**src/rtl/multdiv_pkg.sv**
```systemverilog
// Shared definitions for the iterative multiply/divide unit: FSM states,
// iteration count and the signed-overflow boundary value.
package multdiv_pkg;

    typedef enum logic [1:0] {
        IDLE = 2'd0,
        MULT = 2'd1,
        DIV  = 2'd2,
        DONE = 2'd3
    } state_t;

    localparam int          ITER_COUNT = 32;
    localparam logic [31:0] INT_MIN    = 32'h8000_0000;

    // Two's complement magnitude; INT_MIN maps to 0x80000000 read as unsigned.
    function automatic logic [31:0] magnitude(input logic [31:0] value);
        return value[31] ? (~value + 32'd1) : value;
    endfunction

endpackage

```
**src/rtl/multdiv_unit_div_step.sv**
```systemverilog
// One combinational restoring-division step on unsigned magnitudes.
module div_step #(
    parameter int WIDTH = 32
) (
    input  logic [WIDTH-1:0] i_rem,
    input  logic             i_bit,
    input  logic [WIDTH-1:0] i_divisor,
    output logic [WIDTH-1:0] o_rem,
    output logic             o_qbit
);

    logic [WIDTH:0] w_shifted;
    logic [WIDTH:0] w_diff;

    // The remainder stays below the divisor, so bit WIDTH of the difference is a clean borrow.
    assign w_shifted = {i_rem, i_bit};
    assign w_diff    = w_shifted - {1'b0, i_divisor};
    assign o_qbit    = ~w_diff[WIDTH];
    assign o_rem     = o_qbit ? w_diff[WIDTH-1:0] : w_shifted[WIDTH-1:0];

endmodule

```
**src/rtl/reg_32.sv**
```systemverilog
// Plain 32-bit register with load enable and synchronous clear.
module reg_32 (
    input  logic        clock,
    input  logic        reset,
    input  logic        i_enable,
    input  logic [31:0] i_d,
    output logic [31:0] o_q
);

    always_ff @(posedge clock) begin
        if (reset) begin
            o_q <= 32'd0;
        end else if (i_enable) begin
            o_q <= i_d;
        end
    end

endmodule

```
**src/rtl/multdiv_unit.sv**
```systemverilog
// Iterative signed 32-bit multiply (radix-2 Booth) / divide (restoring) unit
// with a fixed 33-cycle start-to-ready latency.
module multdiv_unit
    import multdiv_pkg::*;
#(
    parameter int WIDTH = 32
) (
    input  logic             clock,
    input  logic             reset,
    input  logic             ctrl_MULT,
    input  logic             ctrl_DIV,
    input  logic [WIDTH-1:0] data_operandA,
    input  logic [WIDTH-1:0] data_operandB,
    output logic [WIDTH-1:0] data_result,
    output logic             data_exception,
    output logic             data_resultRDY
);

    state_t      r_state;
    logic [5:0]  r_count;
    logic [32:0] r_acc;
    logic [31:0] r_q;
    logic        r_qm1;
    logic [32:0] r_mcand;
    logic [31:0] r_divisor;
    logic        r_negQuot;
    logic        r_divZero;
    logic        r_divOvf;
    logic        r_exception;
    logic        r_rdy;

    logic        w_start;
    logic        w_lastStep;
    logic        w_enterDone;
    logic [32:0] w_boothSum;
    logic [63:0] w_product;
    logic        w_multOvf;
    logic [31:0] w_nextRem;
    logic        w_qBit;
    logic [31:0] w_final;
    logic        w_finalExc;

    assign w_start     = ctrl_MULT | ctrl_DIV;
    assign w_lastStep  = (r_count == 6'(ITER_COUNT));
    assign w_enterDone = ((r_state == MULT) || (r_state == DIV)) && w_lastStep && !w_start;

    // The accumulator carries a guard bit so an INT_MIN multiplicand cannot overflow it.
    always_comb begin
        w_boothSum = r_acc;
        case ({r_q[0], r_qm1})
            2'b01:   w_boothSum = r_acc + r_mcand;
            2'b10:   w_boothSum = r_acc - r_mcand;
            default: w_boothSum = r_acc;
        endcase
    end

    assign w_product = {r_acc[31:0], r_q};
    assign w_multOvf = !((&w_product[63:31]) || !(|w_product[63:31]));

    // The low accumulator bits double as the division remainder.
    div_step #(.WIDTH(32)) u_divStep (
        .i_rem     (r_acc[31:0]),
        .i_bit     (r_q[31]),
        .i_divisor (r_divisor),
        .o_rem     (w_nextRem),
        .o_qbit    (w_qBit)
    );

    always_comb begin
        w_final    = 32'd0;
        w_finalExc = 1'b0;
        if (r_state == MULT) begin
            w_final    = w_product[31:0];
            w_finalExc = w_multOvf;
        end else if (r_divZero) begin
            w_final    = 32'd0;
            w_finalExc = 1'b1;
        end else if (r_divOvf) begin
            w_final    = INT_MIN;
            w_finalExc = 1'b1;
        end else begin
            w_final    = r_negQuot ? (~r_q + 32'd1) : r_q;
            w_finalExc = 1'b0;
        end
    end

    // A start pulse in any state restarts; the cycle after the last step commits the result.
    always_ff @(posedge clock) begin
        if (reset) begin
            r_state     <= IDLE;
            r_count     <= 6'd0;
            r_acc       <= 33'd0;
            r_q         <= 32'd0;
            r_qm1       <= 1'b0;
            r_mcand     <= 33'd0;
            r_divisor   <= 32'd0;
            r_negQuot   <= 1'b0;
            r_divZero   <= 1'b0;
            r_divOvf    <= 1'b0;
            r_exception <= 1'b0;
            r_rdy       <= 1'b0;
        end else begin
            r_rdy <= w_enterDone;
            if (w_start) begin
                r_count <= 6'd0;
                r_acc   <= 33'd0;
                r_qm1   <= 1'b0;
                if (ctrl_MULT) begin
                    r_state <= MULT;
                    r_mcand <= {data_operandA[31], data_operandA};
                    r_q     <= data_operandB;
                end else begin
                    r_state   <= DIV;
                    r_q       <= magnitude(data_operandA);
                    r_divisor <= magnitude(data_operandB);
                    r_negQuot <= data_operandA[31] ^ data_operandB[31];
                    r_divZero <= (data_operandB == 32'd0);
                    r_divOvf  <= (data_operandA == INT_MIN) && (data_operandB == 32'hFFFF_FFFF);
                end
            end else begin
                case (r_state)
                    MULT: begin
                        if (w_lastStep) begin
                            r_state     <= DONE;
                            r_exception <= w_finalExc;
                        end else begin
                            {r_acc, r_q, r_qm1} <= {w_boothSum[32], w_boothSum, r_q};
                            r_count             <= r_count + 6'd1;
                        end
                    end
                    DIV: begin
                        if (w_lastStep) begin
                            r_state     <= DONE;
                            r_exception <= w_finalExc;
                        end else begin
                            r_acc   <= {1'b0, w_nextRem};
                            r_q     <= {r_q[30:0], w_qBit};
                            r_count <= r_count + 6'd1;
                        end
                    end
                    DONE:    r_state <= IDLE;
                    default: r_state <= IDLE;
                endcase
            end
        end
    end

    reg_32 u_resultReg (
        .clock    (clock),
        .reset    (reset),
        .i_enable (w_enterDone),
        .i_d      (w_final),
        .o_q      (data_result)
    );

    assign data_exception = r_exception;
    assign data_resultRDY = r_rdy;

endmodule

```
**config.mk**
```make
export PLATFORM = sky130hd
export DESIGN_NAME = multdiv_unit
export DESIGN_NICKNAME = d
export VERILOG_FILES = /design/src/rtl/multdiv_pkg.sv /design/src/rtl/multdiv_unit_div_step.sv /design/src/rtl/reg_32.sv /design/src/rtl/multdiv_unit.sv
export SDC_FILE = /design/constraint.sdc
export NUM_CORES = 1
export LEC_CHECK = 0
export BUFFER_PORTS_ARGS = -buffer_cell sky130_fd_sc_hd__buf_2
export CORE_UTILIZATION = 59
export DETAILED_ROUTE_END_ITERATION = 6
export PLACE_DENSITY = 0.78
export SYNTH_ARGS = -nofsm -noshare
export SYNTH_HDL_FRONTEND = slang
export SYNTH_SLANG_ARGS = --single-unit
```
**constraint.sdc**
```tcl
create_clock -name clock -period 4.6 [get_ports clock]
set_input_delay 0.23 -clock clock [delete_from_list [all_inputs] [get_ports clock]]
set_output_delay 0.23 -clock clock [all_outputs]
set_load 0.05 [all_outputs]
```
==> summary.md <==
| Metric | Value |
|---|---|
| Status | `complete, no violations` |
| Ratio of cells with drive above 1 in the final layout | `a little over a tenth` |
| Count of flip-flops with a built-in enable after synthesis | `0` |
| Dpl cells | `2,165` |
| Rows | `55` |
| Max-slew violation count | `0` |
| ANT nets after route | `0` |
| Period minus WS final | `~4.4 ns` |
| Clock-pin slew on the worst setup and hold paths | `0.08 ns` |
| Buffers added on ports | `between 100 and 150` |
| Fin Setup TNS | `0 ns` |
| Number of hold-slack violations in the final timing report | `0` |
| Filler cell count | `2,023` |
| Syn Nets | `just under 2k` |
| Via count | `14.3k` |
| Number of hold buffers added after CTS | `0` |
| Post-layout power | `around 4.5 mW` |
| Synth unique cells | `77` |
| Worst Hold Class | `in2reg` |
| Vias in the first global route | `between 10k and 15k` |
| Boundary pin count | `around 100` |
| Syn avg cell area | `around 7.6 µm²` |
| Worst IR drop on VDD | `around 0.28 mV` |
| Critical Path Start Type | `register` |
| Number of synthesis warnings | `0` |
| Prevailing post-synth register cell | `dfxtp_1` |
| Synthesized instance count | `between 1.5k and 2k` |
| P per Cell Area | `between 200 and 300 nW/µm²` |
| Maximum number of pins on one net before global-route repair | `92` |
| GPL Wtd Cong | `0.965` |
| Critical setup path kind | `reg2reg` |
| Final Routed Wirelength | `around 45 mm` |
| Maximum buffer depth of the clock tree | `2` |
| Endpoint required time on the critical path | `4.96 ns` |
| Number of CTS-inserted buffers | `17` |
| Met2 usage | `a little under three fifths` |
| # setup viols final | `0` |
| Maximum capacitance violations | `0` |
| Headroom to the max-slew limit | `25.7%` |
| TritonCTS clock tree | `yes` |
| Worst slew pin tran | `1.11 ns` |
| Final worst clock skew | `around 0.015 ns` |
| Number of nets in the final layout | `between 2k and 2.5k` |
| Area of the mapped netlist | `between 10,000 and 15,000 µm²` |
| Clk sinks | `175` |
| Area of the die | `approximately 24,000 µm²` |
| Critical path arrival | `about 4.8 ns` |
| Met3 layer usage reported by global route | `~6.4%` |
| Critical path fanouts, max | `8` |
| Insertion delay to the later sink of the worst-skew pair | `around 0.44 ns` |
| Standard cell core area | `22,900 µm²` |
| Cell chosen for the clock root | `clkbuf_16` |
| Most used routing layer in global routing | `met2` |
| Max frequency | `228 MHz` |
| CP Capture Type | `register` |
| Horizontal die dimension | `156 µm` |
| Proportion of synthesized chip area in sequential cells | `about a quarter` |
| Final core utilization | `between 60% and 70%` |
| Final Instance Count excl. Fillers | `2,198` |
| Met1 track demand over resource | `between 50% and 60%` |
| Number of iterations in the first detailed-routing pass | `6` |
| DRC violation total after the first TritonRoute iteration | `~1.7k` |
| Post-CTS setup buffer count | `0` |
| Number of antenna violations at the first check in global routing | `1` |
| DIE HEIGHT | `approximately 160 µm` |
| Relative area change from synthesis to final layout | `9.77%` |
| Number of register bits inferred by synthesis | `around 180` |
| Leakage power | `6.22 nW` |
| # H-tree levels | `4` |
| Vias/cell | `approximately 6.5` |
| First-pass GRT wire length | `69.2 mm` |
| Overall overflow remaining after global route | `0` |
| Global router's overall resource usage | `36.6%` |
| Final HPWL from detailed placement | `about 34 mm` |
| DRC Markers | `0` |
| WL/cell | `roughly 20 µm` |
| Async set-or-reset flop fraction in the synthesized netlist | `0%` |
| Period Utilization, post-route | `a little over nine tenths` |
| Initial core utilization | `between 60 and 70%` |
kinds of logic (layout without fill, tap and decap cells):
| family | Yosys count | count (layout) | synth area share, % |
|---|---|---|---|
| AO/OA/AOI/OAI | 555 | 555 | 27.1 |
| XOR/XNOR | 174 | 174 | 10.9 |
| adder cells (fa/ha/maj) | 76 | 76 | 6.93 |
| buffers and inverters | 187 | 232 | 5.04 |
| flip-flops | 175 | 175 | 25.1 |
| multiplexers | 44 | 44 | 3.19 |
| other | 0 | 1 | 0 |
| AND/OR/NAND/NOR | 628 | 628 | 21.7 |
routing by layer:
layer  vias to the layer above  share of wire (%)
met4                         0                3.2
met5                         -                  0
met3                        80                9.8
met1                      6652                 43
met2                       692                 44
li1                       6836                  -
where the power goes:
part	leakage, nW	total [mW]	internal (mW)	switching (mW)
logic	4.50	1.36	0.525	0.831
registers	1.43	1.69	1.58	0.102
clock network	0.283	1.46	0.740	0.717
total	6.22	4.50	2.85	1.65
synthesized netlist by cell type, types with 16 or more instances:
cell type	instances	share of area [%]
nor2_1	212	5.7
dfxtp_1	175	25
a211oi_1	135	7.3
nand2_1	134	3.6
a21oi_1	120	4.3
clkbuf_1	112	3.0
xor2_1	97	6.1
o21ai_0	83	3.0
xnor2_1	77	4.8
ha_1	74	6.6
nor3_1	65	2.3
inv_1	64	1.7
nor2b_1	44	2.0
mux2i_1	40	2.9
o31ai_1	30	1.6
nor4_1	28	1.3
a21o_1	27	1.5
nand3_1	26	0.93
a22oi_1	24	1.3
or3_1	24	1.1
nand2b_1	22	0.99
nand4_1	21	0.94
o221ai_1	17	1.1
a31oi_1	16	0.72
o211ai_1	16	0.86
registers in the layout (all words and copies together), names as in the netlist, 2 cells and up:
name,cells
r_divisor,32
r_q,32
r_acc,33
u_resultReg.o_q,32
r_count,6
r_mcand,32
r_state,2
worst max-delay path: stages (launching register included):
cell and delay (ns):
dfxtp_1 0.37, or4_4 0.56, or3_1 0.36, or4_4 0.57
nor3_1 0.15, nor2_1 0.07, xnor2_1 0.13, ha_2 0.41
a21oi_1 0.08, o21ai_1 0.17, o41ai_2 0.10, or3b_2 0.45
a21oi_1 0.18, nor3_1 0.09, or3_1 0.32, and3_1 0.20
o21ai_2 0.09
timing repair:
item                                    in CTS  in global routing
resized for setup                            0                 12
endpoints found under the setup margin       0                  9
hold endpoints to repair                     0                  0
final timing paths:
check / start / end / slack, ns / cells past startpoint
setup reg to reg: r_mcand[18]$_SDFFE_PP0P_ / r_acc[31]$_SDFFE_PP0P_ / 0.21 / 16
hold / removal: data_operandA[5] / r_mcand[5]$_SDFFE_PP0P_ / 0.08 / 3
hold reg to reg: u_resultReg.o_q[27]$_SDFFE_PP0P_ / u_resultReg.o_q[27]$_SDFFE_PP0P_ / 0.46 / 2
setup / recovery: r_mcand[18]$_SDFFE_PP0P_ / r_acc[31]$_SDFFE_PP0P_ / 0.21 / 16
cell usage in the layout (no fill, tap or decap), drive strengths merged, types with 44 or more instances in the layout:
cell and instances:
buf 135, inv 73, dfxtp 175, xor2 97, nor2 212, ha 74, a211oi 135, nand2 134
nor2b 44, o21ai 89, nor3 66, xnor2 77, a21oi 120
area by class of cell:
cell class,count,area (µm²),area share (%)
clock inverters,13,135,0.883
diodes,1,2.50,0.0163
well taps,313,392,2.56
clock buffers,19,443,2.89
multi-input cells,1477,9820,64.2
inverters,65,244,1.59
flip-flops and latches,175,3500,22.9
repair buffers,135,766,5.00
metrics by stage:
step	setup WS [ns]	area (µm²)	hold WS, ns
2_1_floorplan	0.412	13900	0.366
3_3_place_gp	0.226	14700	0.438
3_5_place_dp	0.110	14700	0.442
4_1_cts	0.0625	15200	0.0737
5_1_grt	-0.00187	15300	0.0920
6_report	0.207	15300	0.0778
Power figures use the tool's default switching activity.
